[src/rtl/count_seq_ctrl_if.sv]
// Command channel between a command source and count_seq_ctrl.
// The master offers terminal value, prescale and mode; the slave answers with ready.
interface count_seq_ctrl_if #(
    parameter int unsigned WIDTH = 8,
    parameter int unsigned PS_W  = 8
);
    logic             cmd_valid;
    logic             cmd_ready;
    logic [WIDTH-1:0] cmd_limit;
    logic [PS_W-1:0]  cmd_prescale;
    logic             cmd_mode;

    modport master (
        output cmd_valid,
        output cmd_limit,
        output cmd_prescale,
        output cmd_mode,
        input  cmd_ready
    );

    modport slave (
        input  cmd_valid,
        input  cmd_limit,
        input  cmd_prescale,
        input  cmd_mode,
        output cmd_ready
    );
endinterface

[src/rtl/count_seq_ctrl.sv]
// Sequencing controller for an 8-bit enable/clear counter: clears, prescales,
// detects terminal count, pulses done and reloads or stops as commanded.
module count_seq_ctrl #(
    parameter int unsigned WIDTH = 8,
    parameter int unsigned PS_W  = 8
) (
    input  logic                 clk,
    input  logic                 rst_n,
    count_seq_ctrl_if.slave      cmd,
    input  logic                 abort_i,
    output logic                 cnt_clr_o,
    output logic                 cnt_en_o,
    input  logic [WIDTH-1:0]     cnt_value_i,
    output logic                 busy_o,
    output logic                 done_o,
    output logic [WIDTH-1:0]     done_cnt_o
);

    typedef enum logic [1:0] {
        IDLE  = 2'd0,
        CLEAR = 2'd1,
        RUN   = 2'd2
    } state_e;

    state_e            state_q, state_d;
    logic [PS_W-1:0]   ps_q, ps_d;
    logic [WIDTH-1:0]  lim_q, lim_d;
    logic [PS_W-1:0]   pre_q, pre_d;
    logic              mode_q, mode_d;
    logic [WIDTH-1:0]  done_cnt_q, done_cnt_d;
    logic              cmd_ready;
    logic              tick;
    logic              at_lim;

    assign tick   = (ps_q == pre_q);
    assign at_lim = (cnt_value_i == lim_q);

    // State and datapath registers
    always_ff @(posedge clk or negedge rst_n) begin
        if (!rst_n) begin
            state_q    <= IDLE;
            ps_q       <= '0;
            lim_q      <= '0;
            pre_q      <= '0;
            mode_q     <= 1'b0;
            done_cnt_q <= '0;
        end else begin
            state_q    <= state_d;
            ps_q       <= ps_d;
            lim_q      <= lim_d;
            pre_q      <= pre_d;
            mode_q     <= mode_d;
            done_cnt_q <= done_cnt_d;
        end
    end

    // Next state and output decode; outputs never depend on cmd_* or abort_i
    always_comb begin
        state_d    = state_q;
        ps_d       = ps_q;
        lim_d      = lim_q;
        pre_d      = pre_q;
        mode_d     = mode_q;
        done_cnt_d = done_cnt_q;
        cmd_ready  = 1'b0;
        cnt_clr_o  = 1'b0;
        cnt_en_o   = 1'b0;
        busy_o     = 1'b0;
        done_o     = 1'b0;

        case (state_q)
            IDLE: begin
                cmd_ready = 1'b1;
                if (cmd.cmd_valid) begin
                    lim_d      = cmd.cmd_limit;
                    pre_d      = cmd.cmd_prescale;
                    mode_d     = cmd.cmd_mode;
                    done_cnt_d = '0;
                    state_d    = CLEAR;
                end
            end
            CLEAR: begin
                busy_o    = 1'b1;
                cnt_clr_o = 1'b1;
                ps_d      = '0;
                state_d   = RUN;
            end
            RUN: begin
                busy_o = 1'b1;
                ps_d   = tick ? '0 : PS_W'(ps_q + PS_W'(1));
                if (tick) begin
                    if (at_lim) begin
                        done_o = 1'b1;
                        if (mode_q) cnt_clr_o = 1'b1;
                        else        state_d   = IDLE;
                    end else begin
                        cnt_en_o = 1'b1;
                    end
                end
            end
            default: state_d = IDLE;
        endcase

        // Abort wins the next state but leaves this cycle's outputs alone
        if (abort_i && (state_q == CLEAR || state_q == RUN)) state_d = IDLE;

        if (done_o && (done_cnt_q != '1)) done_cnt_d = WIDTH'(done_cnt_q + WIDTH'(1));
    end

    assign cmd.cmd_ready = cmd_ready;
    assign done_cnt_o    = done_cnt_q;

endmodule

[src/flat_wrapper.sv]
// flat-port wrapper written by rule: the top's interface ports become plain ports
module count_seq_ctrl_flat 
#(
    parameter int unsigned WIDTH = 8,
    parameter int unsigned PS_W  = 8
)
  (clk, rst_n, abort_i, cnt_clr_o, cnt_en_o, cnt_value_i, busy_o, done_o, done_cnt_o, cmd_cmd_valid, cmd_cmd_limit, cmd_cmd_prescale, cmd_cmd_mode, cmd_cmd_ready);
  count_seq_ctrl_if #(.WIDTH(WIDTH), .PS_W(PS_W)) cmd_i ();
  input  logic clk;
  input  logic rst_n;
  input  logic abort_i;
  output logic cnt_clr_o;
  output logic cnt_en_o;
  input  logic [WIDTH-1:0] cnt_value_i;
  output logic busy_o;
  output logic done_o;
  output logic [WIDTH-1:0] done_cnt_o;
  input wire logic [$bits(cmd_i.cmd_valid)-1:0] cmd_cmd_valid;
  input wire logic [$bits(cmd_i.cmd_limit)-1:0] cmd_cmd_limit;
  input wire logic [$bits(cmd_i.cmd_prescale)-1:0] cmd_cmd_prescale;
  input wire logic [$bits(cmd_i.cmd_mode)-1:0] cmd_cmd_mode;
  output wire logic [$bits(cmd_i.cmd_ready)-1:0] cmd_cmd_ready;
  assign cmd_i.cmd_valid = cmd_cmd_valid;
  assign cmd_i.cmd_limit = cmd_cmd_limit;
  assign cmd_i.cmd_prescale = cmd_cmd_prescale;
  assign cmd_i.cmd_mode = cmd_cmd_mode;
  assign cmd_cmd_ready = cmd_i.cmd_ready;
  count_seq_ctrl #(.WIDTH(WIDTH), .PS_W(PS_W)) u_core (.clk(clk), .rst_n(rst_n), .cmd(cmd_i), .abort_i(abort_i), .cnt_clr_o(cnt_clr_o), .cnt_en_o(cnt_en_o), .cnt_value_i(cnt_value_i), .busy_o(busy_o), .done_o(done_o), .done_cnt_o(done_cnt_o));
endmodule
[config.mk]
export PLATFORM = sky130hd
export DESIGN_NAME = count_seq_ctrl_flat
export DESIGN_NICKNAME = d
export VERILOG_FILES = /design/src/rtl/count_seq_ctrl_if.sv /design/src/rtl/count_seq_ctrl.sv /design/src/flat_wrapper.sv
export SDC_FILE = /design/constraint.sdc
export NUM_CORES = 1
export LEC_CHECK = 0
export ABC_AREA = 0
export CAP_MARGIN = 20
export CELL_PAD_IN_SITES_DETAIL_PLACEMENT = 0
export CELL_PAD_IN_SITES_GLOBAL_PLACEMENT = 1
export CORE_MARGIN = 5
export CORE_UTILIZATION = 37
export CTS_BUF_LIST = sky130_fd_sc_hd__clkbuf_4 sky130_fd_sc_hd__clkbuf_8
export CTS_CLUSTER_SIZE = 40
export DETAILED_ROUTE_END_ITERATION = 10
export GPL_TIMING_DRIVEN = 0
export PLACE_DENSITY = 0.77
export REMOVE_ABC_BUFFERS = 1
export SYNTH_ARGS = -nofsm -noshare
export SYNTH_HDL_FRONTEND = slang
export SYNTH_SLANG_ARGS = --single-unit
[constraint.sdc]
create_clock -name clk -period 2.8 [get_ports clk]
set_input_delay 0.7 -clock clk [delete_from_list [all_inputs] [get_ports clk]]
set_output_delay 0.7 -clock clk [all_outputs]
set_load 0.05 [all_outputs]
==> impl_metrics.json, run 1 <==
{
  "run_status": "complete, no violations",
  "grt_max_degree": 36,
  "core.rowCount": 25,
  "hold_slack_ns": 0.484,
  "syn_inst": 171,
  "area_growth_pct": 32.8,
  "ir_worst_vdd_uv": 334,
  "final_area_um2": 2460,
  "vias_per_cell": 4.83,
  "grt_use_met2_pct": 20.0,
  "crit_chain": "xnor2_1 > nand4_2 > nor3_4 > nand2_4 > inv_2 > a21oi_2 > nor2_1 > buf_6",
  "final-instance-count-excl-fill": 286,
  "clock_path_buffers": 2,
  "seq_area_frac_synth_pct": 47.3,
  "worstSetupStartpointType": "flip-flop",
  "htree_levels": 2,
  "crit_path_max_incr_delay_ns": 0.46,
  "grt_pass1_wl_mm": 6.46,
  "grt_usage_pct": 12.9,
  "drive_gt1_share_pct": 18.7,
  "yosys.area_share.simple_pct": 13.9,
  "start_util_pct": 38.7,
  "port_buffers": 41,
  "setup_violations": 0,
  "synthesis.area_um2": 1850,
  "cts_tree": "done",
  "power.total_mw": 1.95,
  "seq_area_um2": 876,
  "place.gp.congestion": 0.740,
  "powerDensity_nw_per_um2": 794,
  "layout_min_cycle_time_ns": 2.62,
  "worstPathRequired_ns": 2.10,
  "ys_types": 37,
  "syn-mean-instance-area_um2": 10.8,
  "layout_setup_ws_ns": 0.178,
  "place_inst": 274,
  "cts_buffers": 5,
  "wl_mm": 3.86,
  "hold_path.class": "input port to async pin",
  "final.setup_skew_ns": 0.00461,
  "maxCapViolations": 0,
  "clk_pin_slew_ns": 0.07,
  "endpoint_kind": "primary output",
  "cts_root_buffer": "clkbuf_8",
  "fin_crit_sh_pct": 93.6,
  "antenna-diode-count": 0,
  "synth_top_family_by_area": "simple AND/OR/NAND/NOR gates",
  "clock-sinks": 35,
  "grt_pass1_vias": 1397,
  "hold_viol": 0,
  "tightest_slew_ns": 0.802,
  "place_ws_ns": -0.950,
  "clock_latency_ns": 0.29,
  "drt_iter0_drc": 68,
  "grt_setup_unrepaired": "no",
  "n_fill_cell": 461,
  "grt-ovfl-total": 0,
  "grt-busiest-layer": "met2",
  "die_h_um": 80.8,
  "vias": 1380,
  "synth-adder-area-share_pct": 3.38,
  "first_pass_iters": 4,
  "synth_compound_area_share_pct": 9.45,
  "ys_seq_elements": 35,
  "core_um2": 4790,
  "clock.fmax_mhz": 381,
  "multi_input_area_um2": 930,
  "leakage_nw": 1.08,
  "wire_per_inst_um": 13.5,
  "antenna_found_initial": 0,
  "gr-usage-met3_pct": 4.99,
  "worstSetupPathType": "flip-flop to primary output",
  "arrival_ns": 1.92,
  "num_io_pins": 42,
  "ant_nets": 0,
  "synthXorXnorAreaFrac_pct": 9.86,
  "use_met1_pct": 16.2,
  "place_hpwl_mm": 2.78,
  "critPathMaxFanout": 7,
  "drc": 0,
  "fin_nets": 252,
  "dieWidth_um": 80.8,
  "slew_viol_final": 0,
  "slew_headroom_pct": 46.6,
  "dieArea_um2": 6520,
  "worst_path_max_delay_cell": "dfrtp_1",
  "muxShareOfSynthArea_pct": 12.6,
  "postPlaceCellArea_um2": 2310,
  "synth-warning-count": 0
}
-- placed cells by master (no fill, tap or decap), types with 7 or more instances in the layout --
cell             count
dfrtp_1             35
clkdlybuf4s50_1     28
mux2_2              18
xnor2_1             17
nand2_1             13
nand3_1             12
inv_1                7
a21oi_1              7
o21ai_0              7
clkbuf_8             7
-- cells by family (layout without fill, tap and decap cells) --
kind of cell / Yosys count / count (layout)
AOI/OAI and AO/OA: 28 / 28
xor gates and xnor gates: 20 / 20
adders and majority gates: 5 / 5
buffers and inverters: 13 / 61
DFF: 35 / 35
muxes: 21 / 21
and+or+nand+nor: 49 / 49
-- cell usage after synthesis --
cell	n	area, um^2
xnor2_2	1	16.3
inv_1	8	30.0
a21o_1	1	7.51
nor2_1	5	18.8
a211oi_1	1	7.51
o21a_1	1	7.51
a22o_1	1	8.76
o21ai_0	7	35.0
nand4_2	1	12.5
o21ai_1	1	5.00
a211o_1	1	8.76
o21bai_1	1	7.51
a21oi_1	8	40.0
clkbuf_1	1	3.75
xor2_1	2	17.5
nand3_1	12	60.1
mux2i_1	3	30.0
nor3b_1	1	7.51
nand4_1	4	25.0
and2_1	1	6.26
nor3_4	1	16.3
and3_1	4	25.0
o2bb2ai_1	3	26.3
nand2b_1	1	6.26
a31oi_1	1	6.26
mux2_2	18	203
nor2b_1	1	6.26
ha_1	5	62.6
nand2_1	14	52.6
xnor2_1	17	149
o211ai_1	1	7.51
or2_1	1	6.26
nor3_1	3	15.0
o31ai_1	1	7.51
buf_2	2	10.0
buf_6	2	22.5
dfrtp_1	35	876
-- report_power, final --
| part | total [mW] | switching (mW) | internal, mW |
|---|---|---|---|
| clock network | 0.416 | 0.182 | 0.234 |
| logic | 0.767 | 0.402 | 0.365 |
| registers | 0.771 | 0.116 | 0.654 |
| total | 1.95 | 0.700 | 1.25 |
-- metal layers --
layer / part of all wire, % / wire length [um]
met3: 8.2 / 318
met1: 46 / 1790
met2: 44 / 1690
met4: 1.6 / 62
met5: 0 / 0
-- cell type report --
| class | count | area share [%] |
|---|---|---|
| Sequential cell | 35 | 35.6 |
| Clock buffer | 8 | 4.22 |
| Timing Repair Buffer | 45 | 17.8 |
| Tap cell | 67 | 3.41 |
| Inverter | 8 | 1.22 |
| Multi-Input combinational cell | 123 | 37.8 |
-- path summary, 6_finish.rpt --
check	from	endpoint	slack (ns)	depth (start not counted)
setup / recovery	u_core.ps_q[2]	cnt_clr_o	0.18	8
setup reg to reg	u_core.state_q[1]	u_core.done_cnt_o[4]	0.55	6
max in group asynchronous	rst_n	u_core.ps_q[6]	1.82	1
min in group clk	u_core.done_cnt_o[2]	u_core.done_cnt_o[2]	0.53	1
hold / removal	rst_n	u_core.done_cnt_o[3]	0.48	1
hold reg to reg	u_core.done_cnt_o[2]	u_core.done_cnt_o[2]	0.53	1
-- sequential cells by signal (all words and copies together) (netlist names) --
register and count:
u_core.done_cnt_o 8, u_core.lim_q 8, u_core.mode_q 1, u_core.pre_q 8, u_core.ps_q 8, u_core.state_q 2
-- worst max-delay path: cells and delay by family, from the launching register on --
family	cells	cell delay, ns
AOI/OAI and AO/OA	1	0.06
and+or+nand+nor	4	0.67
DFF	1	0.46
buffers and inverters	2	0.23
xor gates and xnor gates	1	0.19
-- per-stage QoR --
step                      TNS [ns]  util, %
after detailed placement     -2.12     48.2
after global routing             0     51.4
after global placement       -2.05     48.3
final                            0     51.4
after CTS                  -0.0550     50.8
after floorplan             -0.298        -
-- what timing repair did --
| item | CTS | global route |
|---|---|---|
| resized for setup | 26 | 6 |
| hold buffers | 0 | 0 |
| setup buffers | 2 | 2 |
| endpoints found under the setup margin | 4 | 1 |
| pin swaps | 3 | 8 |
Note: power is estimated with default switching activity, not from simulation.
==> run 2: changes to the inputs <==
--- a/config.mk
+++ b/config.mk
@@ -10,12 +10,12 @@
 export CELL_PAD_IN_SITES_DETAIL_PLACEMENT = 0
 export CELL_PAD_IN_SITES_GLOBAL_PLACEMENT = 1
 export CORE_MARGIN = 5
-export CORE_UTILIZATION = 37
+export CORE_UTILIZATION = 40
 export CTS_BUF_LIST = sky130_fd_sc_hd__clkbuf_4 sky130_fd_sc_hd__clkbuf_8
 export CTS_CLUSTER_SIZE = 40
 export DETAILED_ROUTE_END_ITERATION = 10
 export GPL_TIMING_DRIVEN = 0
-export PLACE_DENSITY = 0.77
+export PLACE_DENSITY = 0.83
 export REMOVE_ABC_BUFFERS = 1
 export SYNTH_ARGS = -nofsm -noshare
 export SYNTH_HDL_FRONTEND = slang
==> constraint.sdc (replaced) <==
create_clock -name clk -period 2.9 [get_ports clk]
set_input_delay 0.725 -clock clk [delete_from_list [all_inputs] [get_ports clk]]
set_output_delay 0.725 -clock clk [all_outputs]
set_load 0.05 [all_outputs]
==> run 2 against run 1 <==
- first-iteration DRC count shrank 5.9%
- worst setup slack gained 0.032 ns
- total power shrank 3.3%
- largest power group is now combinational cells
==> impl_metrics.json, run 2 (synthesis results as in run 1) <==
{
  "clock-sinks": 35,
  "r2r_slack_ns": 0.66,
  "die_h_um": 78.1,
  "fin_crit_sh_pct": 92.8,
  "final-instance-count-excl-fill": 272,
  "clock_path_buffers": 2,
  "reg2reg_depth": 6,
  "use_met1_pct": 15.7,
  "setup_violations": 0,
  "r2r-start": "u_core.state_q[1]",
  "area_growth_pct": 33.4,
  "cts_tree": "done",
  "ctsHoldBuffers": 0,
  "maxCapViolations": 0,
  "place.gp.congestion": 0.795,
  "htree_levels": 2,
  "tightest_slew_ns": 0.819,
  "slew_headroom_pct": 45.4,
  "grt_use_met2_pct": 24.4,
  "hold_viol": 0,
  "core.rowCount": 24,
  "final.setup_skew_ns": 0.00811,
  "cts_buffers": 5,
  "fin_nets": 253,
  "gr-usage-met3_pct": 4.58,
  "clock.fmax_mhz": 372,
  "vias": 1420,
  "cts_root_buffer": "clkbuf_8",
  "antenna_found_initial": 0,
  "run_status": "complete, no violations",
  "grt_setup_unrepaired": "no",
  "fin_util_pct": 56.0,
  "place_inst": 259,
  "drive_gt1_share_pct": 19.1,
  "critPathMaxFanout": 7,
  "grt-busiest-layer": "met2",
  "num_io_pins": 42,
  "clk_pin_slew_ns": 0.07,
  "place_ws_ns": -0.887,
  "worstSetupPathType": "flip-flop to primary output",
  "dieArea_um2": 6090,
  "fin_setup_tns_ns": 0,
  "port_buffers": 41,
  "arrival_ns": 1.97,
  "wire_per_inst_um": 14.5,
  "grt_pass1_vias": 1562,
  "grt_pass1_wl_mm": 6.90,
  "timing.rr.end": "u_core.done_cnt_o[4]",
  "place_hpwl_mm": 3.00,
  "worstPathRequired_ns": 2.17,
  "worstSetupStartpointType": "flip-flop",
  "wl_mm": 3.94,
  "core_um2": 4410,
  "dieWidth_um": 78.1,
  "start_util_pct": 42.0,
  "powerDensity_nw_per_um2": 765,
  "grt-ovfl-total": 0,
  "leakage_nw": 1.11,
  "layout_min_cycle_time_ns": 2.69,
  "endpoint_kind": "primary output",
  "power.total_mw": 1.89,
  "slew_viol_final": 0,
  "layout_setup_ws_ns": 0.210,
  "antenna-diode-count": 0,
  "drt_iter0_drc": 64,
  "hold_path.class": "input port to async pin",
  "layout_common_cells": "35 x dfrtp_1, 28 x clkdlybuf4s50_1, 18 x mux2_2",
  "vias_per_cell": 5.22,
  "grt_max_degree": 36,
  "layout_commonest_cell": "dfrtp_1",
  "drc": 0,
  "first_pass_iters": 4,
  "clock_latency_ns": 0.29,
  "grt_usage_pct": 14.1,
  "ant_nets": 0,
  "ir_worst_vdd_uv": 396,
  "critPathLaunch": "u_core.ps_q[2]"
}
==> run 2: cell count changes in the layout (fill, tap and decap cells not counted) <==
cell,delta
buf_4,+1
dlymetal6s2s_1,+3
clkdlybuf4s15_2,+1
buf_2,-1
a21oi_1,+1
a21oi_2,-1
xnor2_2,+1
clkbuf_4,-1
dlygate4sd2_1,-3
xnor2_1,-1
clkinvlp_4,+1
==> run 2: final cells by class <==
type / count / area (um^2)
sequential: 35 / 876
inverter: 8 / 30.0
fill: 386 / 1940
multi-input combinational: 123 / 933
clock buffer: 7 / 96.3
timing repair buffer: 46 / 463
tap: 52 / 65.1
clock inverter: 1 / 7.51
==> run 2: worst max-delay path, stage by stage, from the launching register on <==
cell and delay, ns:
dfrtp_1 0.46, xnor2_1 0.19, nand4_2 0.19, nor3_4 0.28
nor2b_1 0.17, clkdlybuf4s15_2 0.38
==> run 2: where the power goes <==
part,internal (mW),switching [mW]
logic,0.364,0.391
registers,0.632,0.114
clock network,0.216,0.174
==> run 2: repair_timing <==
item                                    4_1_cts  5_1_grt
setup buffers                                 2        3
cloned                                        0        0
resized for setup                            18       12
pin swaps                                     2       11
endpoints found under the setup margin        3        4
==> run 2: metrics by stage <==
stage	instance area [um^2]	hold WS (ns)
floorplan	1820	0.429
global placement	2290	0.502
detailed placement	2290	0.523
CTS	2410	0.533
global route	2470	0.551
finish	2470	0.513
==> run 2: routing by layer <==
layer | wire length [um] | part of all wire (%)
met1 | 1600 | 41
met2 | 2050 | 52
met3 | 231 | 5.9
met4 | 59 | 1.5
met5 | 0 | 0
==> run 2: worst max-delay path by stage <==
| stage | end | slack, ns |
|---|---|---|
| finish | cnt_en_o | 0.21 |
| detailed placement | cnt_clr_o | -0.89 |
| CTS | cnt_clr_o | -0.07 |
| floorplan | cnt_clr_o | -0.25 |
| global placement | cnt_clr_o | -0.85 |
| global route | cnt_en_o | 0.05 |
==> run 3: changes to the inputs <==
--- a/config.mk
+++ b/config.mk
@@ -17,6 +17,7 @@
 export GPL_TIMING_DRIVEN = 0
 export PLACE_DENSITY = 0.83
 export REMOVE_ABC_BUFFERS = 1
+export SLEW_MARGIN = 30
 export SYNTH_ARGS = -nofsm -noshare
 export SYNTH_HDL_FRONTEND = slang
 export SYNTH_SLANG_ARGS = --single-unit
==> run 3 against run 2 <==
- utilization fell by 1.0 points
- sequential cell count did not move
- critical path type is now input port to primary output
- clock power fell by 9.2%
- routed wire length rose by 3.0%
- largest cell class unchanged
==> impl_metrics.json, run 3 (synthesis results as in run 1) <==
{
  "run_status": "complete, no violations",
  "hold_viol": 0,
  "worstSetupStartpointType": "input port",
  "drt_iter0_drc": 93,
  "fin_crit_sh_pct": 94.8,
  "vias_per_cell": 5.34,
  "final.setup_skew_ns": 0.00272,
  "start_util_pct": 42.0,
  "layout_common_cells": "35 x dfrtp_1, 28 x clkdlybuf4s50_1, 18 x mux2_2",
  "grt_pass1_wl_mm": 7.06,
  "num_io_pins": 42,
  "wire_per_inst_um": 15.0,
  "tightest_slew_ns": 0.840,
  "grt_pass1_vias": 1523,
  "grt_max_degree": 28,
  "slew_headroom_pct": 44.0,
  "clock-sinks": 35,
  "maxCapViolations": 0,
  "htree_levels": 2,
  "cts_buffers": 5,
  "place_hpwl_mm": 3.07,
  "antenna-diode-count": 0,
  "core.rowCount": 24,
  "fin_nets": 251,
  "grt_setup_unrepaired": "no",
  "critPathTopFamily": "buffers and inverters",
  "cts_tree": "done",
  "intPower_mw": 1.18,
  "leakage_nw": 1.04,
  "p_switching_mw": 0.684,
  "area_growth_pct": 30.9,
  "grt-ovfl-total": 0,
  "arrival_ns": 2.03,
  "wl_mm": 4.05,
  "critPathBufInv": 3,
  "worstSetupPathType": "input port to primary output",
  "ir_worst_vdd_uv": 374,
  "drc": 0,
  "place.gp.congestion": 0.795,
  "r2r_slack_ns": 0.66,
  "hold_path.class": "input port to async pin",
  "antenna_found_initial": 0,
  "power.share.clock_pct": 19.0,
  "p_comb_share_pct": 41.1,
  "crit_chain": "dlygate4sd2_1 > xnor2_1 > nand4_1 > nor2_4 > nand2_2 > inv_2 > clkdlybuf4s15_2",
  "worst_path_max_delay_cell": "clkdlybuf4s15_2",
  "dieArea_um2": 6090,
  "layout_min_cycle_time_ns": 2.75,
  "clock_path_buffers": 2,
  "core_um2": 4410,
  "die_h_um": 78.1,
  "crit_path_max_incr_delay_ns": 0.37,
  "swShare_pct": 36.7,
  "dieWidth_um": 78.1,
  "first_pass_iters": 4,
  "powerDensity_nw_per_um2": 769,
  "cts_root_buffer": "clkbuf_8",
  "n_fill_cell": 372,
  "worstPathRequired_ns": 2.17,
  "final-instance-count-excl-fill": 270,
  "critPathMaxFanout": 3,
  "layout_commonest_cell": "dfrtp_1",
  "place_inst": 260,
  "clk_pin_slew_ns": 0.07,
  "ant_nets": 0,
  "endpoint_kind": "primary output",
  "power.total_mw": 1.87,
  "clock.fmax_mhz": 364,
  "setup_violations": 0,
  "drive_gt1_share_pct": 18.8,
  "clock_latency_ns": 0.28,
  "port_buffers": 41,
  "seq_power_share_pct": 39.9,
  "grt_usage_pct": 14.4,
  "vias": 1442,
  "slew_viol_final": 0
}
-- run 3: cell count changes in the layout (fill, tap and decap cells not counted), moves of 2 or more --
cell,delta
dlymetal6s2s_1,-6
clkbuf_4,+2
dlygate4sd2_1,+6
clkbuf_8,-2
buf_4,-3
-- run 3: power by group through the flow --
stage               Clock (mW)  Sequential [mW]  Combinational [mW]
global route             0.387            0.761               0.842
detailed placement           0            0.754               0.755
finish                   0.354            0.745               0.766
floorplan                    0            0.724               0.565
CTS                      0.367            0.745               0.765
global placement             0            0.743               0.730
-- run 3: final timing paths --
path,start,endpoint,depth (start not counted)
max reg2reg,u_core.state_q[1],u_core.done_cnt_o[4],6
min reg2reg,u_core.pre_q[0],u_core.pre_q[0],1
max,cnt_value_i[7],done_o,7
max in group asynchronous,rst_n,u_core.ps_q[3],2
min,rst_n,u_core.lim_q[4],1
min in group clk,u_core.pre_q[0],u_core.pre_q[0],1
-- run 3: area by class of cell --
class / instances / area, um^2 / area share [%]
multi-input cells: 123 / 927 / 38.2
flip-flops and latches: 35 / 876 / 36.1
repair buffers: 44 / 438 / 18.1
clock buffers: 7 / 83.8 / 3.46
well taps: 52 / 65.1 / 2.68
inverters: 8 / 30.0 / 1.24
clock inverters: 1 / 5.00 / 0.206
-- run 3: routing by layer --
layer  wire length [um]  GRT usage (%)
met1               1700           17.8
met2               2090           23.3
met3                236           5.38
met4                 24           4.73
met5                  0              0
-- run 3: timing repair --
item                                    in CTS  in global routing
buffers inserted                             2                  0
endpoints found under the setup margin       3                  4
gates resized for setup                     21                  7
hold buffers                                 0                  0
pin swaps                                    9                  5
endpoints found under the hold margin        0                  0
-- run 3: metrics by stage --
step	cell area [um^2]	util, %	worst slack, ns	hold WS, ns	setup TNS [ns]
3_3_place_gp	2290	51.9	-0.854	0.502	-1.90
5_1_grt	2420	54.9	0.0767	0.289	0
2_1_floorplan	1820	-	-0.248	0.429	-0.248
3_5_place_dp	2310	52.3	-0.910	0.519	-2.03
4_1_cts	2410	54.7	0.0162	0.284	0
6_report	2420	54.9	0.150	0.288	0
